[config.mk]
export PLATFORM = sky130hd
export DESIGN_NAME = serial_addsub
export DESIGN_NICKNAME = d
export VERILOG_FILES = /design/src/rtl/serial_addsub.sv
export SDC_FILE = /design/constraint.sdc
export NUM_CORES = 1
export LEC_CHECK = 0
export BUFFER_PORTS_ARGS = -buffer_cell sky130_fd_sc_hd__buf_2
export CORE_ASPECT_RATIO = 2
export CORE_MARGIN = 10
export CORE_UTILIZATION = 54
export DETAILED_ROUTE_END_ITERATION = 12
export PLACE_DENSITY = 0.78
export SKIP_LAST_GASP = 1
export SLEW_MARGIN = 20
export SYNTH_ARGS = -nofsm -noshare
export SYNTH_HDL_FRONTEND = slang
export SYNTH_SLANG_ARGS = --single-unit
[constraint.sdc]
create_clock -name clk -period 3.8 [get_ports clk]
set_clock_uncertainty 0.05 [all_clocks]
set_input_delay 0.38 -clock clk [delete_from_list [all_inputs] [get_ports clk]]
set_output_delay 0.38 -clock clk [all_outputs]
set_load 0.01 [all_outputs]
[src/rtl/serial_addsub.sv]
// Multi-cycle adder/subtractor: adds CHUNK bits per cycle over N = WIDTH/CHUNK cycles,
// with signed-overflow detection and optional saturation to the signed range.
module serial_addsub #(
  parameter int unsigned WIDTH = 8,
  parameter int unsigned CHUNK = 4
) (
  input  logic             clk,
  input  logic             rst,
  input  logic             start,
  input  logic [WIDTH-1:0] A,
  input  logic [WIDTH-1:0] B,
  input  logic             ctrl,
  input  logic             sat,
  output logic             busy,
  output logic             done,
  output logic [WIDTH-1:0] S,
  output logic             cout,
  output logic             ovf,
  output logic             zero
);

  localparam int unsigned N    = WIDTH / CHUNK;
  localparam int unsigned IdxW = (N > 1) ? $clog2(N) : 1;

  typedef enum logic [1:0] {StIdle, StBusy, StDone} state_e;

  state_e state_q, state_d;

  logic [WIDTH-1:0] a_q, a_d;
  logic [WIDTH-1:0] b_q, b_d;
  logic             ctrl_q, ctrl_d;
  logic             sat_q, sat_d;
  logic [IdxW-1:0]  idx_q, idx_d;
  logic             carry_q, carry_d;
  logic [WIDTH-1:0] s_q, s_d;
  logic             cout_q, cout_d;
  logic             ovf_q, ovf_d;
  logic             zero_q, zero_d;

  logic             accept;
  logic             last_chunk;
  logic [CHUNK-1:0] a_chunk;
  logic [CHUNK-1:0] b_chunk;
  logic [CHUNK:0]   chunk_sum;
  logic [WIDTH-1:0] s_raw;
  logic [WIDTH-1:0] s_sat;
  logic [WIDTH-1:0] s_final;
  logic             ovf_raw;

  // Start is only honoured outside BUSY, which also covers back-to-back from DONE.
  assign accept     = start && (state_q != StBusy);
  assign last_chunk = (idx_q == IdxW'(N - 1));

  // State register
  always_ff @(posedge clk) begin
    if (rst) begin
      state_q <= StIdle;
    end else begin
      state_q <= state_d;
    end
  end

  // Next-state logic
  always_comb begin
    state_d = state_q;
    unique case (state_q)
      StIdle:  if (start) state_d = StBusy;
      StBusy:  if (last_chunk) state_d = StDone;
      StDone:  state_d = start ? StBusy : StIdle;
      default: state_d = StIdle;
    endcase
  end

  // Output decode
  always_comb begin
    busy = 1'b0;
    done = 1'b0;
    unique case (state_q)
      StBusy:  busy = 1'b1;
      StDone:  done = 1'b1;
      default: begin
        busy = 1'b0;
        done = 1'b0;
      end
    endcase
  end

  // Per-cycle chunk adder and final-result shaping
  always_comb begin
    a_chunk   = a_q[idx_q*CHUNK +: CHUNK];
    b_chunk   = b_q[idx_q*CHUNK +: CHUNK] ^ {CHUNK{ctrl_q}};
    chunk_sum = {1'b0, a_chunk} + {1'b0, b_chunk} + {{CHUNK{1'b0}}, carry_q};

    s_raw = s_q;
    s_raw[idx_q*CHUNK +: CHUNK] = chunk_sum[CHUNK-1:0];

    // Same-sign operands producing an opposite-sign result is exactly Cin(MSB) ^ Cout(MSB).
    ovf_raw = (a_q[WIDTH-1] == (b_q[WIDTH-1] ^ ctrl_q)) && (s_raw[WIDTH-1] != a_q[WIDTH-1]);

    s_sat   = a_q[WIDTH-1] ? {1'b1, {(WIDTH-1){1'b0}}} : {1'b0, {(WIDTH-1){1'b1}}};
    s_final = (sat_q && ovf_raw) ? s_sat : s_raw;
  end

  // Datapath next-state
  always_comb begin
    a_d     = a_q;
    b_d     = b_q;
    ctrl_d  = ctrl_q;
    sat_d   = sat_q;
    idx_d   = idx_q;
    carry_d = carry_q;
    s_d     = s_q;
    cout_d  = cout_q;
    ovf_d   = ovf_q;
    zero_d  = zero_q;

    if (accept) begin
      a_d     = A;
      b_d     = B;
      ctrl_d  = ctrl;
      sat_d   = sat;
      idx_d   = '0;
      carry_d = ctrl;
      cout_d  = 1'b0;
      ovf_d   = 1'b0;
      zero_d  = 1'b0;
    end else if (state_q == StBusy) begin
      carry_d = chunk_sum[CHUNK];
      idx_d   = idx_q + 1'b1;
      if (last_chunk) begin
        s_d    = s_final;
        cout_d = chunk_sum[CHUNK];
        ovf_d  = ovf_raw;
        zero_d = (s_final == '0);
      end else begin
        s_d = s_raw;
      end
    end
  end

  always_ff @(posedge clk) begin
    if (rst) begin
      a_q     <= '0;
      b_q     <= '0;
      ctrl_q  <= 1'b0;
      sat_q   <= 1'b0;
      idx_q   <= '0;
      carry_q <= 1'b0;
      s_q     <= '0;
      cout_q  <= 1'b0;
      ovf_q   <= 1'b0;
      zero_q  <= 1'b0;
    end else begin
      a_q     <= a_d;
      b_q     <= b_d;
      ctrl_q  <= ctrl_d;
      sat_q   <= sat_d;
      idx_q   <= idx_d;
      carry_q <= carry_d;
      s_q     <= s_d;
      cout_q  <= cout_d;
      ovf_q   <= ovf_d;
      zero_q  <= zero_d;
    end
  end

  assign S    = s_q;
  assign cout = cout_q;
  assign ovf  = ovf_q;
  assign zero = zero_q;

endmodule

Yosys cells after proc, flatten, opt, wreduce, memory -nomap -nowiden --
Cells that the tools add are included.
Storage, ports and cells: register bits 33, input port bits 21
Operators by class: add/sub/neg operators 4, reductions and logical operators 10, bitwise logic cells 3, shift-type cells 4, mux-type cells 12, equal/unequal tests 7
Operator list (count):
- 3-bit negation with 34-bit output | 1
- 4-bit by 34-bit variable shift with 8-bit output, first input constant | 1
- 4-bit by 34-bit variable part select with 8-bit output | 1
- 8-bit 2-to-1 mux | 3
- 8-bit by 4-bit variable part select with 4-bit output | 2
- 8-bit bitwise mux | 1
- 8-bit logical NOT | 1
- 2-bit one-hot mux with 3 select lines | 1
- 2-bit AND reduction | 3
- 4-bit by 4-bit adder with 5-bit output | 1
- 5-bit by 1-bit adder with 5-bit output | 1
- 1-bit 2-to-1 mux | 5
- 2-bit 2-to-1 mux | 2
- 2-bit != test, second input constant | 2
- 4-bit bitwise XOR | 1
- 1-bit logical AND | 3
- 2-bit by 1-bit equality test with 1-bit output, second input constant | 1
- 2-bit equality test, second input constant | 1
- 2-bit logical NOT | 1
- 2-bit by 1-bit != test with 1-bit output, second input constant | 1
- 2-bit nonzero test | 1
- 2-bit OR reduction | 1
- 1-bit adder, second input constant | 1
- 1-bit equality test | 1
- 3 further kinds | 3

Logic depth before layout (Yosys ltp) --
Gate-level depths: netlist of run 1.
depth in word-level cells 11, mapped depth 11, mapped depth without buffers 9

Least setup slack after synthesis of run 1 --
Ideal clock, no wire load.
path kind reg-to-reg, from register idx_q, to register s_q[7] (netlist: S[7]), slack 0.683 ns, data arrival time 2.979 ns, data required time 3.662 ns, buffers on the path 3, cell stages (with the launch flop) 11, path through dfxtp_1 > clkbuf_1 > clkbuf_1 > mux2_2 > ha_1 > or3b_1 > a31o_1 > and3_1 > buf_6 > nand2b_4 > a311oi_2
Between the ends: word-level cells in the longest chain between the ends 11, elaborated cells on any way between the ends 14
RTL lines:
- from (decl) | RTL line 33 | logic [IdxW-1:0] idx_q, idx_d;
- from (signal assigned) | RTL line 158 | idx_q <= idx_d;
- 8-bit by 4-bit variable part select with 4-bit output | RTL line 91 | b_chunk = b_q[idx_q*CHUNK +: CHUNK] ^ {CHUNK{ctrl_q}};
- 4-bit bitwise XOR | RTL line 91
- 4-bit by 4-bit adder with 5-bit output | RTL line 92 | chunk_sum = {1'b0, a_chunk} + {1'b0, b_chunk} + {{CHUNK{1'b0}}, carry_q};
- 5-bit by 1-bit adder with 5-bit output | RTL line 92
- 4-bit by 34-bit variable part select with 8-bit output | RTL line 95 | s_raw[idx_q*CHUNK +: CHUNK] = chunk_sum[CHUNK-1:0];
- 8-bit bitwise mux | RTL line 95
- 1-bit != test | RTL line 98 | ovf_raw = (a_q[WIDTH-1] == (b_q[WIDTH-1] ^ ctrl_q)) && (s_raw[WIDTH-1] != a_q[WIDTH-1]);
- 1-bit logical AND | RTL line 98
- 1-bit logical AND | RTL line 101 | s_final = (sat_q && ovf_raw) ? s_sat : s_raw;
- 8-bit 2-to-1 mux | RTL line 101
- 8-bit 2-to-1 mux (*) | RTL line 130 | if (last_chunk) begin
- to (signal assigned) | RTL line 149 | s_q <= '0;
- to (signal assigned) | RTL line 160 | s_q <= s_d;
- to (decl) | RTL line 35 | logic [WIDTH-1:0] s_q, s_d;
Mark *: on every way between the ends. The rest lies on a longest branch, timed or not. A chain may end at the register's enable or synchronous reset.

Worst setup path in the final report of run 1 --
from register idx_q, to register s_q[5] (netlist: S[5])
The elaborated chain is that of the path after synthesis.

==> impl_metrics.py, run 1 <==
metrics = {
    "routing": {
        "drt_first_pass_iters": 5,
        "routed_wl_mm": 4.16,
        "ant_nets": 0,
        "vias": 1593,
        "wl_per_cell_um": 15.0,
        "drc": 0,
        "via_per_inst": 5.73,
        "drtIter0Drc": 23,
    },
    "worst_setup_path": {
        "worstSetupPathType": "flop to flop",
        "start_kind": "flop",
        "cp.required_ns": 3.93,
        "reg2regPathDepth": 8,
        "end_kind": "flop",
        "crit_arrival_ns": 3.34,
        "path_max_fanout": 22,
    },
    "sta": {
        "drv_slew": 0,
        "post-route-period-util": 0.846,
        "fmax_mhz": 311,
        "rsz0062_at_grt": "false",
        "fin_setup_tns_ns": 0,
        "final_hold_viol_count": 0,
        "setup_viol": 0,
        "setup_slack_ns": 0.585,
        "period_minus_slack_ns": 3.21,
        "tightestPinTransition_ns": 0.776,
        "slew_headroom": 0.482,
        "hold-worst-slack_ns": 0.274,
    },
    "synth": {
        "syn_avg_cell_area_um2": 8.06,
        "synthCells": 218,
        "syn_nets": 244,
        "ys_ff_latch": 33,
        "synth_edf_count": 0,
        "synthFlopType": "dfxtp_1",
        "syn_area_um2": 1760,
        "yosysWarningCount": 0,
        "synthArstFlopShare": 0,
        "seq_area_frac_synth": 0.376,
        "synth.distinct_cells": 44,
    },
    "global_routing": {
        "grtUsageTotal": 0.147,
        "grt_overflow": 0,
        "antenna_found_initial": 0,
        "grt_pass1_wl_mm": 7.11,
        "grt_pass1_vias": 1612,
        "grt_max_degree": 34,
    },
    "placed_design": {
        "io_buffer_count": 33,
        "dp_hpwl_mm": 3.26,
        "placedCellCount": 270,
        "gp_congestion": 0.908,
        "place_ws_ns": 0.646,
    },
    "finish": {
        "final_cells": 278,
        "multi_input_area_um2": 1020,
        "final_common_cell": "nand2_1",
        "final_layout_size_suffix_gt1_frac": 0.198,
        "seqCellArea_um2": 661,
        "area_delta_synth_final_pct": 13.5,
        "n_fill_cell": 287,
        "antenna_cells": 0,
        "final_nets": 272,
        "layout_common_cells": "nand2_1 (45), dfxtp_1 (33), buf_2 (33)",
    },
    "clock_tree": {
        "cts_buffers": 5,
        "path_clk_slew_ns": 0.07,
        "cts_sinks": 33,
        "cts_max_path_buffers": 2,
        "postCtsSetupBuffers": 0,
        "hold_buffers": 0,
        "cts-resized-gates": 0,
        "clock_latency_ns": 0.29,
        "cts_root_buffer": "clkbuf_8",
        "cts_tree": "yes",
        "h-tree-depth": 2,
    },
    "flow_run": {
        "drv_cap": 0,
    },
    "pwr": {
        "ir_worst_vdd_uv": 316,
        "p_leak_uw": 0.000863,
        "powerDensity_nw_per_um2": 433,
    },
    "die": {
        "die_w_um": 60.3,
        "initial_core_util": 0.556,
        "rows": 29,
        "core_area_um2": 3160,
        "die_h_um": 101,
        "fp.dieArea_um2": 6070,
        "ioPinCount": 34,
    },
    "worst_hold_path": {
        "hold_path.class": "primary input to flop",
        "hold_depth": 3,
    },
    "run_status": {
        "status": "finished clean",
    },
}
state kept, by name (all words and copies together) (netlist names):
name	cells
S	8
a_q	8
b_q	8
carry_q	1
cout	1
ctrl_q	1
idx_q	1
ovf	1
sat_q	1
state_q	2
zero	1
path summary, 6_finish.rpt:
| kind | start | to | slack [ns] |
|---|---|---|---|
| max | idx_q | S[5] | 0.59 |
| min | A[0] | a_q[0] | 0.27 |
| max reg2reg | idx_q | S[5] | 0.59 |
| min reg2reg | a_q[2] | a_q[2] | 0.40 |
worst max-delay path, stage by stage, from the launching register on:
cell	delay, ns
dfxtp_1	0.83
mux2i_1	0.29
xnor2_1	0.19
ha_1	0.28
nor2b_1	0.15
o2111ai_1	0.26
and3_1	0.44
nand3_1	0.21
a311o_1	0.39
synthesized netlist by cell type (2+ instances only):
| cell type | n | area [um^2] |
|---|---|---|
| inv_1 | 5 | 18.8 |
| mux2i_1 | 7 | 70.1 |
| nor2b_1 | 5 | 31.3 |
| nand4_1 | 2 | 12.5 |
| o211ai_1 | 5 | 37.5 |
| xor2_1 | 3 | 26.3 |
| clkbuf_1 | 10 | 37.5 |
| nand2b_1 | 4 | 25.0 |
| dfxtp_1 | 33 | 661 |
| fa_1 | 2 | 40.0 |
| and3_1 | 3 | 18.8 |
| nor3_1 | 5 | 25.0 |
| or3_1 | 2 | 12.5 |
| o22ai_1 | 3 | 18.8 |
| and2_1 | 6 | 37.5 |
| xnor2_1 | 5 | 43.8 |
| a21oi_1 | 25 | 125 |
| mux2_2 | 3 | 33.8 |
| ha_1 | 3 | 37.5 |
| o21ai_0 | 3 | 15.0 |
| nand2_1 | 45 | 169 |
| nand3_1 | 2 | 10.0 |
| nand3b_1 | 3 | 22.5 |
| nor2_1 | 14 | 52.6 |
cell families (layout without fill, tap and decap cells):
group | after synthesis | after routing | share of synthesized area
flip-flops | 33 | 33 | 0.376
multiplexers | 10 | 10 | 0.0591
XOR/XNOR | 8 | 8 | 0.0399
adder cells (fa/ha/maj) | 5 | 5 | 0.0442
buffers and inverters | 18 | 47 | 0.0434
AND/OR/NAND/NOR | 97 | 97 | 0.268
AO/OA/AOI/OAI | 47 | 47 | 0.170
metal layers:
layer	up-vias	wire length, um	track usage
met5	-	0	0
met4	0	153	0.0885
met3	15	277	0.0404
met2	58	2250	0.253
met1	715	1480	0.147
li1	805	-	-
power by group:
part           total [uW]  switching, uW  internal, uW
registers             400           25.8           374
logic                 205            114          91.7
clock network         259            132           126
total                 864            272           592
stage by stage:
step,power (uW),area (um^2),util
after floorplan,556,1760,-
after global placement,608,1910,0.604
after detailed placement,614,1910,0.604
after CTS,870,1990,0.631
after global routing,914,1990,0.631
final,864,1990,0.631
cell type report:
cell class	count	area share
multi-input cells	167	0.512
clock buffers	5	0.0345
repair buffers	33	0.0829
well taps	31	0.0195
flip-flops and latches	33	0.331
clock inverters	3	0.00879
inverters	6	0.0113
Power figures use the tool's default switching activity.
==> run 2: changes to the inputs <==
==> constraint.sdc (replaced) <==
create_clock -name clk -period 3.05 [get_ports clk]
set_clock_uncertainty 0.05 [all_clocks]
set_input_delay 0.305 -clock clk [delete_from_list [all_inputs] [get_ports clk]]
set_output_delay 0.305 -clock clk [all_outputs]
set_load 0.01 [all_outputs]
==> run 2 against run 1 <==
Against the previous run: final cell count is 1.1% higher; flip-flop and latch count stayed put; worst hold slack worse by 0.078 ns; fmax is 16% higher; final area rose by 1.2%; count of clock-buffer cells in the layout unchanged; non-clock buffer count rose by 3; first-iteration DRC count shrank 4.3%; sequential share of layout area is 0.33 points lower; combinational power is 28% higher; worst setup slack worse by 0.30 ns; via count fell by 0.25%; critical endpoint unchanged; largest power group unchanged.
==> impl_metrics.py, run 2 (synthesis results as in run 1) <==
metrics = {
    "sta": {
        "drv_slew": 0,
        "tightestPinTransition_ns": 0.712,
        "slew_headroom": 0.525,
        "post-route-period-util": 0.907,
        "fin_setup_tns_ns": 0,
        "rsz0062_at_grt": "false",
        "period_minus_slack_ns": 2.77,
        "final_hold_viol_count": 0,
        "setup_viol": 0,
        "fmax_mhz": 361,
    },
    "pwr": {
        "powerDensity_nw_per_um2": 536,
        "p_leak_uw": 0.000878,
        "ir_worst_vdd_uv": 554,
    },
    "die": {
        "rows": 29,
        "initial_core_util": 0.556,
        "die_w_um": 60.3,
        "ioPinCount": 34,
        "core_area_um2": 3160,
        "fp.dieArea_um2": 6070,
        "die_h_um": 101,
    },
    "worst_hold_path": {
        "hold_path.class": "primary input to flop",
        "min_from": "A[6]",
    },
    "routing": {
        "drtIter0Drc": 22,
        "ant_nets": 0,
        "drt_first_pass_iters": 4,
        "routed_wl_mm": 4.31,
        "via_per_inst": 5.65,
        "drc": 0,
        "vias": 1589,
        "wl_per_cell_um": 15.3,
    },
    "finish": {
        "layout_common_cells": "nand2_1 (45), buf_2 (33), dfxtp_1 (32)",
        "final_layout_size_suffix_gt1_frac": 0.212,
        "antenna_cells": 0,
        "n_fill_cell": 290,
        "seqCellArea_um2": 662,
        "fin_area_um2": 2020,
        "multi_input_area_um2": 1020,
        "final_nets": 275,
        "final_common_cell": "nand2_1",
        "final_cells": 281,
        "area_delta_synth_final_pct": 14.8,
    },
    "clock_tree": {
        "path_clk_slew_ns": 0.07,
        "cts_root_buffer": "clkbuf_8",
        "clock_latency_ns": 0.29,
        "cts_sinks": 33,
        "cts_max_path_buffers": 2,
        "cts_tree": "yes",
        "cts_buffers": 5,
        "h-tree-depth": 2,
    },
    "placed_design": {
        "dp_hpwl_mm": 3.39,
        "io_buffer_count": 33,
        "place_area_um2": 1930,
        "placedCellCount": 273,
        "gp_congestion": 0.895,
    },
    "global_routing": {
        "grtUsageTotal": 0.152,
        "grt_pass1_vias": 1582,
        "grt_max_degree": 34,
        "grt_pass1_wl_mm": 7.07,
        "grt_overflow": 0,
        "antenna_found_initial": 0,
    },
    "worst_setup_path": {
        "startpoint": "idx_q",
        "rrSetupSlack_ns": 0.28,
        "reg2reg_from": "idx_q",
        "path_max_fanout": 13,
        "start_kind": "flop",
        "crit_arrival_ns": 2.90,
        "worstSetupPathType": "flop to flop",
        "cp.required_ns": 3.18,
        "end_kind": "flop",
    },
    "flow_run": {
        "drv_cap": 0,
    },
    "run_status": {
        "status": "finished clean",
    },
}
## run 2: cell count changes in the layout (fill, tap and decap cells not counted)
cell,delta
dfxtp_1,-1
buf_4,+3
dfxtp_2,+1
## run 2: area by class of cell
| type | instances | area share |
|---|---|---|
| inverter | 6 | 0.0112 |
| clock inverter | 3 | 0.00868 |
| clock buffer | 5 | 0.0341 |
| sequential | 33 | 0.328 |
| tap | 31 | 0.0192 |
| timing repair buffer | 36 | 0.0931 |
| multi-input combinational | 167 | 0.506 |
## run 2: repair_timing
item                                    4_1_cts  5_1_grt
endpoints found under the hold margin         0        0
gates resized for setup                       0        1
setup buffers                                 0        0
endpoints found under the setup margin        0        3
hold buffers                                  0        0
## run 2: critical path: stages (launching register included)
cell and delay, ns:
dfxtp_2 0.52, mux2i_1 0.26, xor2_1 0.10, fa_1 0.41, nor2b_1 0.19, or3_1 0.16
and3_1 0.37, nand3_1 0.20, a311o_1 0.39
## run 2: stage by stage
step / utilization / total power (uW) / setup WS, ns / hold WS (ns)
after floorplan: - / 693 / 0.0662 / 0.383
after global placement: 0.611 / 764 / 0.183 / 0.394
after detailed placement: 0.611 / 771 / 0.0838 / 0.394
after CTS: 0.639 / 1090 / 0.0827 / 0.189
after global routing: 0.639 / 1140 / 0.0540 / 0.200
final: 0.639 / 1080 / 0.283 / 0.196
## run 2: power by group
group          internal (uW)  total (uW)  switching [uW]  leakage (uW)
clock                    157         320             163     0.0000439
combinational            118         262             144      0.000563
sequential               467         499            31.9      0.000271
total                    741        1080             339      0.000878
## run 2: final timing paths
| kind | endpoint | cells past startpoint |
|---|---|---|
| worst max-delay path | S[5] | 8 |
| worst min register to register | a_q[2] | 2 |
| worst min-delay path | a_q[6] | 3 |
| worst max register to register | S[5] | 8 |
## run 2: routing by layer
layer,part of all wire,GRT usage,vias to the layer above
met5,0,0,-
met1,0.34,0.130,735
met2,0.56,0.276,35
met3,0.056,0.0442,12
li1,-,-,807
met4,0.042,0.106,0
==> run 3: changes to the inputs <==
--- a/config.mk
+++ b/config.mk
@@ -8,9 +8,9 @@
 export BUFFER_PORTS_ARGS = -buffer_cell sky130_fd_sc_hd__buf_2
 export CORE_ASPECT_RATIO = 2
 export CORE_MARGIN = 10
-export CORE_UTILIZATION = 54
+export CORE_UTILIZATION = 49
 export DETAILED_ROUTE_END_ITERATION = 12
-export PLACE_DENSITY = 0.78
+export PLACE_DENSITY = 0.75
 export SKIP_LAST_GASP = 1
 export SLEW_MARGIN = 20
 export SYNTH_ARGS = -nofsm -noshare
==> constraint.sdc (replaced) <==
create_clock -name clk -period 2.3 [get_ports clk]
set_clock_uncertainty 0.05 [all_clocks]
set_input_delay 0.23 -clock clk [delete_from_list [all_inputs] [get_ports clk]]
set_output_delay 0.23 -clock clk [all_outputs]
set_load 0.01 [all_outputs]
==> run 3 against run 2 <==
Against the previous run: the run now ends with setup timing left; register-to-register slack worse by 0.48 ns; largest power group unchanged; wire length up 12%; worst setup slack worse by 0.48 ns; count of clock-buffer cells in the layout unchanged; sequential share of layout area down 4.1 points; flip-flop and latch count unchanged; final cell count up 14%.
==> impl_metrics.py, run 3 (synthesis results as in run 1) <==
metrics = {
    "run_status": {
        "status": "complete, but fails checks",
        "violations": "setup timing",
    },
    "sta": {
        "period_minus_slack_ns": 2.50,
        "fmax_mhz": 400,
        "fin_setup_tns_ns": -1.39,
        "setup_viol": 9,
        "rsz0062_at_grt": "true",
        "drv_slew": 0,
        "tightestPinTransition_ns": 0.688,
        "post-route-period-util": 1.09,
        "final_hold_viol_count": 0,
        "slew_headroom": 0.541,
        "setup_slack_ns": -0.199,
    },
    "clock_tree": {
        "hold_buffers": 0,
        "cts_sinks": 33,
        "cts_buffers": 5,
        "path_clk_slew_ns": 0.07,
        "h-tree-depth": 2,
        "cts_tree": "yes",
        "cts_max_path_buffers": 2,
        "cts_root_buffer": "clkbuf_8",
        "clock_latency_ns": 0.29,
    },
    "worst_hold_path": {
        "worstHoldEndpoint": "b_q[2]",
        "hold_depth": 3,
        "min_from": "B[2]",
        "hold_path.class": "primary input to flop",
    },
    "die": {
        "ioPinCount": 34,
        "initial_core_util": 0.514,
        "rows": 30,
        "fp.dieArea_um2": 6530,
        "die_h_um": 105,
        "die_w_um": 62.3,
        "core_area_um2": 3420,
    },
    "pwr": {
        "powerDensity_nw_per_um2": 670,
        "p_total_uw": 1550,
        "ir_worst_vdd_uv": 533,
        "p_leak_uw": 0.000995,
    },
    "routing": {
        "vias": 1735,
        "drt_first_pass_iters": 4,
        "routed_wl_mm": 4.82,
        "ant_nets": 0,
        "drtIter0Drc": 44,
        "wl_per_cell_um": 15.1,
        "drc": 0,
        "via_per_inst": 5.44,
    },
    "global_routing": {
        "grt_overflow": 0,
        "grt_max_degree": 25,
        "grt_pass1_wl_mm": 8.01,
        "grt_pass1_vias": 1799,
        "grtUsageTotal": 0.147,
        "antenna_found_initial": 0,
    },
    "worst_setup_path": {
        "end_kind": "flop",
        "start_kind": "flop",
        "worstSetupPathType": "flop to flop",
        "cp.required_ns": 2.40,
        "reg2regPathDepth": 9,
        "reg2reg_from": "idx_q",
        "rrSetupSlack_ns": -0.20,
        "crit_arrival_ns": 2.60,
        "worst_r2r_endpoint": "zero",
        "path_max_fanout": 6,
    },
    "finish": {
        "final_common_cell": "nand2_1",
        "n_fill_cell": 286,
        "final_layout_size_suffix_gt1_frac": 0.336,
        "seqCellArea_um2": 664,
        "fin_area_um2": 2310,
        "antenna_cells": 0,
        "area_delta_synth_final_pct": 31.8,
        "final_cells": 319,
        "layout_common_cells": "nand2_1 (45), buf_2 (33), dfxtp_1 (32)",
        "final_nets": 296,
        "multi_input_area_um2": 1130,
    },
    "placed_design": {
        "placedCellCount": 308,
        "dp_hpwl_mm": 3.57,
        "gp_congestion": 0.925,
        "io_buffer_count": 33,
        "place_area_um2": 2120,
    },
    "flow_run": {
        "drv_cap": 0,
    },
}
run 3: cell type report:
| class | instances | area share |
|---|---|---|
| multi-input cells | 167 | 0.488 |
| clock buffers | 5 | 0.0297 |
| inverters | 6 | 0.00973 |
| well taps | 48 | 0.0259 |
| repair buffers | 57 | 0.152 |
| flip-flops and latches | 33 | 0.287 |
| clock inverters | 3 | 0.00757 |
run 3: worst max-delay path by stage:
| stage | endpoint | start | slack [ns] |
|---|---|---|---|
| after detailed placement | zero | idx_q | -0.33 |
| after global routing | S[2] | idx_q | -0.28 |
| after CTS | zero | idx_q | -0.17 |
| after floorplan | S[5] | idx_q | -0.27 |
| after global placement | S[6] | idx_q | -0.25 |
| final | zero | idx_q | -0.20 |
run 3: per-layer routing:
metal	routed length, um	GRT usage	vias up
li1	-	-	859
met1	1780	0.144	810
met2	2620	0.258	49
met3	177	0.0364	17
met4	237	0.106	0
met5	0	0	-
run 3: worst max-delay path, cell delays in order (launching register included):
cell	delay, ns
dfxtp_4	0.41
buf_6	0.13
mux2_2	0.34
ha_1	0.28
nor2b_2	0.18
or3_1	0.35
and3_4	0.22
buf_6	0.13
a32oi_2	0.19
nor3_1	0.07
run 3: what timing repair did:
action / in CTS / in global routing
endpoints found under the setup margin: 11 / 10
gates resized for setup: 11 / 11
pin swaps: 4 / 5
buffers inserted: 3 / 0
run 3: through the flow:
step	hold slack, ns	setup slack, ns	utilization
global route	0.131	-0.277	0.678
global placement	0.394	-0.253	0.622
detailed placement	0.397	-0.328	0.622
floorplan	0.316	-0.274	-
finish	0.119	-0.199	0.678
CTS	0.121	-0.169	0.663
run 3: where the power goes:
part           switching, uW  leakage (uW)  total, uW  internal [uW]
logic                    236      0.000680        466            230
registers               37.0      0.000271        655            618
clock network            223     0.0000439        431            209
